--- config.mk ---
export PLATFORM = sky130hd
export DESIGN_NAME = mesh_link_arbiter
export DESIGN_NICKNAME = d
export VERILOG_FILES = /design/src/rtl/mesh_arb_pkg.sv /design/src/rtl/rr_priority_picker.sv /design/src/rtl/mesh_link_arbiter.sv
export SDC_FILE = /design/constraint.sdc
export NUM_CORES = 1
export LEC_CHECK = 0
export CAP_MARGIN = 20
export CORE_UTILIZATION = 32
export DETAILED_ROUTE_END_ITERATION = 12
export PLACE_DENSITY = 0.85
export SLEW_MARGIN = 20
export SYNTH_ARGS = -nofsm -noshare
export SYNTH_HDL_FRONTEND = slang
export SYNTH_SLANG_ARGS = --single-unit
--- constraint.sdc ---
create_clock -name clk -period 1.79 [get_ports clk]
set_input_delay 0.537 -clock clk [delete_from_list [all_inputs] [get_ports clk]]
set_output_delay 0.537 -clock clk [all_outputs]
set_load 0.02 [all_outputs]
--- src/rtl/mesh_arb_pkg.sv ---
// Shared types and helpers for the mesh link arbiter: FSM encoding,
// ID-field default width, broadcast detection and round-robin stepping.
package mesh_arb_pkg;

   typedef enum logic [1:0] {
      IDLE = 2'd0,
      POP  = 2'd1,
      HOLD = 2'd2
   } arb_state_t;

   localparam int ID_W_DEF = 8;

   // Arguments are zero-extended ID fields so any ID width up to 64 bits works.
   function automatic logic is_bdcst(input logic [63:0] id, input logic [63:0] bdcst_id);
      return id == bdcst_id;
   endfunction

   function automatic int unsigned rr_next(input int unsigned ptr, input int unsigned n);
      return (ptr + 32'd1 >= n) ? 32'd0 : ptr + 32'd1;
   endfunction

endpackage

--- src/rtl/rr_priority_picker.sv ---
// Combinational round-robin search: first set request bit at or after ptr,
// wrapping past the top index back to zero.
module rr_priority_picker #(
   parameter int NUM_IN = 4,
   localparam int PTR_W = $clog2(NUM_IN)
) (
   input  logic [NUM_IN-1:0] req,
   input  logic [PTR_W-1:0]  ptr,
   output logic              found,
   output logic [PTR_W-1:0]  idx
);

   logic [PTR_W:0] pos;

   always_comb begin
      found = 1'b0;
      idx   = '0;
      pos   = '0;
      for (int i = 0; i < NUM_IN; i++) begin
         // One extra bit of headroom keeps ptr + i from overflowing before the wrap.
         pos = {1'b0, ptr} + (PTR_W+1)'(i);
         if (pos >= (PTR_W+1)'(NUM_IN)) begin
            pos = pos - (PTR_W+1)'(NUM_IN);
         end
         if (!found && req[pos[PTR_W-1:0]]) begin
            found = 1'b1;
            idx   = pos[PTR_W-1:0];
         end
      end
   end

endmodule

--- src/rtl/mesh_link_arbiter.sv ---
// Round-robin arbiter sharing one outgoing mesh link among NUM_IN input FIFOs;
// the winning packet is held in a one-entry output register until popped.
module mesh_link_arbiter
   import mesh_arb_pkg::*;
#(
   parameter int               NUM_IN  = 4,
   parameter int               pckg_sz = 40,
   parameter int               ID_W    = ID_W_DEF,
   parameter logic [ID_W-1:0]  bdcst   = {ID_W{1'b1}},
   localparam int              PTR_W   = $clog2(NUM_IN)
) (
   input  logic                             clk,
   input  logic                             reset,
   input  logic [NUM_IN-1:0]                in_pndng,
   input  logic [NUM_IN-1:0][pckg_sz-1:0]   in_data,
   output logic [NUM_IN-1:0]                in_pop,
   output logic [pckg_sz-1:0]               out_data,
   output logic                             out_pndng,
   output logic                             out_bdcst,
   input  logic                             out_pop,
   output logic [PTR_W-1:0]                 out_grant,
   output arb_state_t                       state_dbg
);

   // Handshake: a FIFO presents pndng=1 with its head word on data (fall-through);
   // pop=1 for one cycle consumes that word at the rising edge. The output side
   // mirrors this: out_pndng/out_data is the head, out_pop consumes it.

   arb_state_t       state, state_nxt;
   logic [PTR_W-1:0] grant, grant_nxt;
   logic [PTR_W-1:0] ptr;
   logic             pick_found;
   logic [PTR_W-1:0] pick_idx;
   logic             capture;

   rr_priority_picker #(.NUM_IN(NUM_IN)) u_picker (
      .req   (in_pndng),
      .ptr   (ptr),
      .found (pick_found),
      .idx   (pick_idx)
   );

   assign state_dbg = state;
   assign capture   = (state == POP) && in_pndng[grant];

   always_comb begin
      state_nxt = state;
      grant_nxt = grant;
      in_pop    = '0;
      case (state)
         IDLE: begin
            if (pick_found) begin
               grant_nxt = pick_idx;
               state_nxt = POP;
            end
         end
         POP: begin
            // A requester that withdrew in this cycle is simply skipped.
            in_pop[grant] = in_pndng[grant];
            state_nxt     = in_pndng[grant] ? HOLD : IDLE;
         end
         HOLD: begin
            if (out_pop) begin
               if (pick_found) begin
                  grant_nxt = pick_idx;
                  state_nxt = POP;
               end else begin
                  state_nxt = IDLE;
               end
            end
         end
         default: state_nxt = IDLE;
      endcase
   end

   always_ff @(posedge clk or negedge reset) begin
      if (!reset) begin
         state <= IDLE;
         grant <= '0;
      end else begin
         state <= state_nxt;
         grant <= grant_nxt;
      end
   end

   always_ff @(posedge clk or negedge reset) begin
      if (!reset) begin
         ptr       <= '0;
         out_data  <= '0;
         out_pndng <= 1'b0;
         out_bdcst <= 1'b0;
         out_grant <= '0;
      end else if (capture) begin
         out_data  <= in_data[grant];
         out_pndng <= 1'b1;
         out_bdcst <= is_bdcst(64'(in_data[grant][pckg_sz-1 -: ID_W]), 64'(bdcst));
         out_grant <= grant;
         ptr       <= PTR_W'(rr_next(32'(grant), 32'(NUM_IN)));
      end else if (state == HOLD && out_pop) begin
         out_pndng <= 1'b0;
         out_bdcst <= 1'b0;
      end
   end

endmodule

==> metrics.md <==
| Metric | Value |
|---|---|
| Run status | complete, but fails checks |
| Violated checks | negative setup slack |
| Final GP Congestion | 0.834 |
| Post-layout instance area | ~5600 sq um |
| Setup crit start kind | flop |
| Slowest cell delay on critical path | about 0.45 ns |
| Initial antenna violation count | 0 |
| Most Used Layer, Global Route | met2 |
| Area of the core | 9330 sq um |
| Area Overhead vs Synth | 78.7% |
| Global-route wire length before repair | 14,800 um |
| Top achievable clock speed | 483 MHz |
| Pwr Total | 7.85 mW |
| Layout cells sized above 1 | 28.8% |
| Worst R2R Path Depth | 5 |
| Required time worst endpoint | roughly 1.3 ns |
| Internal power | 4.83 mW |
| Clk root buf | clkbuf_8 |
| Net Switching | between 3 and 4 mW |
| N_diodes | 0 |
| Worst path bufs/invs | 2 |
| TritonCTS clock tree | yes |
| Seq pwr share | 25.7% |
| FF-to-FF setup slack | -0.16 ns |
| Combinational Power Share | between 60% and 70% |
| GRT Overall Usage | 19.3% |
| Clock slew at reported path FFs | about 0.09 ns |
| Max IR drop VDD | 0.687 mV |
| Hold-fix buffers, CTS | 0 |
| Net count after synthesis | approximately 370 |
| Initial DRC count | 52 |
| Worst skew pair latency | about 0.31 ns |
| Register area | 1250 sq um |
| Wire length per cell | about 18 um |
| Vias per cell | ~5 |
| Synth top area share | 40.0% |
| Layout Skew | 0.00889 ns |
| Slowest cell on the critical path | dfrtp_2 |
| Fillers | about 800 |
| TritonCTS Buffers | 5 |
| Drt pass-1 iters | 4 |
| Area leader, netlist | dfrtp_1 |
| Final setup vio count | 48 |
| Gr ovfl total | 0 |
| Clk pwr share | 8.9% |
| # IOs | roughly 220 |
| DP HPWL | about 8000 um |
| Clock Path Buffers | 2 |
| Row count | 35 |
| DRC | 0 |
| Fin util | about three fifths |
| H-tree levels | 2 |
| I/O Buffers | about 220 |
| Max-Cap Viols | 0 |
| Yosys cell types | 25 |
| CP top delay family | flip-flops |
| Number of global-route vias before repair | around 3,000 |
| Share of the clock period used by the worst path | 116% |
| Yosys warning count | 0 |
| Most frequent CP cell | buf_6 |
| Nets@finish | ~600 |
| Critical Path End Type | output port |
| Post-Syn Area | between 3000 and 4000 sq um |
| Final worst slack | -0.281 ns |
| Tightest Hold Check Type | input port to asynchronous set/reset pin |
| Synth Area per Inst | roughly 16 sq um |
| Placed cell area | ~5500 sq um |
| Die height | 101 um |
| RSZ-0062 raised after global routing | true |
| Post-route ant nets | 0 |
| Crit-path max FO | 4 |
| Seq/Total Area, Yosys | 40.0% |
| Switch share | between 30 and 40% |
| P per Cell Area | 1410 nW/um^2 |
| CP arrival | between 1.5 and 2 ns |
| Critical path, cell by cell | mux2i_1 > nand2_1 > nand4b_1 > buf_6 > nor2_4 > buf_6 |
| Vias | approximately 2,700 |
| Dpl ws | -0.966 ns |
| GR met3 Demand/Resource | under 10% |
| Met1 usage | just over 20% |
| Final Hold Viols | 0 |
| Die ar. | between 10,000 and 15,000 sq um |
| FF+latch count, synth | 50 |
| Placed cells | about 550 |
| Drt total wl | between 9000 and 10,000 um |
| Largest net degree at the start of global routing | roughly 50 |
| Fin cells | 559 |
| Leak Pwr | approximately 2.3 nW |
| Die Width | approximately 100 um |
| Mapped Cells | roughly 200 |
| Slew @ Worst Pin | 0.608 ns |
| Worst path depth | 6 |
| WS Path Type | flop to output port |
| Global-route met2 utilization | 37.1% |
| Clk sink count | 50 |
| Slew HR | around 59% |
| Multi-input gate area | around 1700 sq um |
| Fin crit period | about 2.1 ns |
| Top cells by area, synth | dfrtp_1 (40%), mux4_2 (22%), mux2_2 (16%) |
| Initial Util | roughly a third |
| Final Max Slew Viols | 0 |
-- worst register-to-register path: stages (launching register included) --
cell and delay [ns]:
dfrtp_2 0.42, mux2i_1 0.20, nand2_1 0.07, nand4b_1 0.19, buf_4 0.54, mux2_2 0.43
-- synthesized netlist by cell type --
cell type	count
buf_8	1
mux2_2	44
o21ai_0	2
clkbuf_1	1
inv_1	7
mux2i_1	5
ha_1	5
nor2_1	8
nand4_1	2
mux4_1	9
nand3b_1	1
buf_6	1
mux4_2	31
a21oi_1	1
a221o_1	1
a221oi_1	1
nand2_1	7
a211oi_1	1
nand4b_1	1
nand2b_1	3
buf_2	9
dfrtp_1	50
buf_12	3
mux2_1	1
or2_2	2
-- registers in the layout, summed over array words and instances, names as in the netlist --
signal / cells
grant: 2
state_dbg: 2
out_pndng: 1
out_bdcst: 1
ptr: 2
out_data: 40
out_grant: 2
-- through the flow --
step	hold slack [ns]	setup TNS (ns)
after detailed placement	0.481	-34.47
after floorplan	0.241	-0.0787
after global placement	0.460	-30.07
final	0.213	-7.86
after CTS	0.210	-7.68
after global routing	0.220	-11.73
-- cells in the final DEF, fill, tap and decap left out, types with 5 or more instances in the layout --
master,n
nand2_1,7
buf_4,20
dfrtp_1,48
buf_6,5
mux4_2,35
inv_1,7
mux2i_1,5
clkbuf_8,6
mux4_1,5
ha_1,5
dlygate4sd2_1,50
clkdlybuf4s50_1,161
mux2_2,44
-- cell families after synthesis --
logic type	after synthesis	share of synthesized area [%]
multiplexers	90	47.7
flip-flops	50	40.0
AND/OR/NAND/NOR	24	3.72
buffers and inverters	22	5.17
AO/OA/AOI/OAI	6	1.32
adder cells (fa/ha/maj)	5	2.00
-- routing by layer --
layer  vias to the layer above  share of wire [%]
li1                       1240                  -
met1                      1347                 36
met4                         0                1.9
met2                       125                 55
met5                         -                  0
met3                        15                7.2
-- final cells by class --
class                           instances  share of cell area [%]
Sequential cell                        50                    22.5
Inverter                                7                   0.471
Clock buffer                            6                    1.48
Timing Repair Buffer                  240                    41.6
Tap cell                              129                    2.89
Multi-Input combinational cell        125                    30.9
Clock inverter                          2                   0.224
-- worst paths after layout --
path                       startpoint           end
max reg2reg                  grant[0]  out_data[16]
min reg2reg                 out_pndng     out_pndng
min                             reset  out_data[17]
max in group asynchronous       reset      grant[1]
max                          grant[0]     in_pop[0]
min in group clk            out_pndng     out_pndng
-- power by group through the flow --
stage,combinational (mW),sequential (mW),clock [mW]
2_1_floorplan,2.81,2.68,0
3_3_place_gp,5.28,2.04,0
3_5_place_dp,5.38,2.07,0
4_1_cts,5.12,2.02,0.728
5_1_grt,5.50,2.09,0.777
6_report,5.14,2.01,0.696
-- repair_timing --
item                                    4_1_cts  5_1_grt
endpoints found under the setup margin       98       50
setup buffers                                 1        4
pin swaps                                     1        3
gates resized for setup                      82        0
No activity file was read; power rests on OpenSTA's default activity.
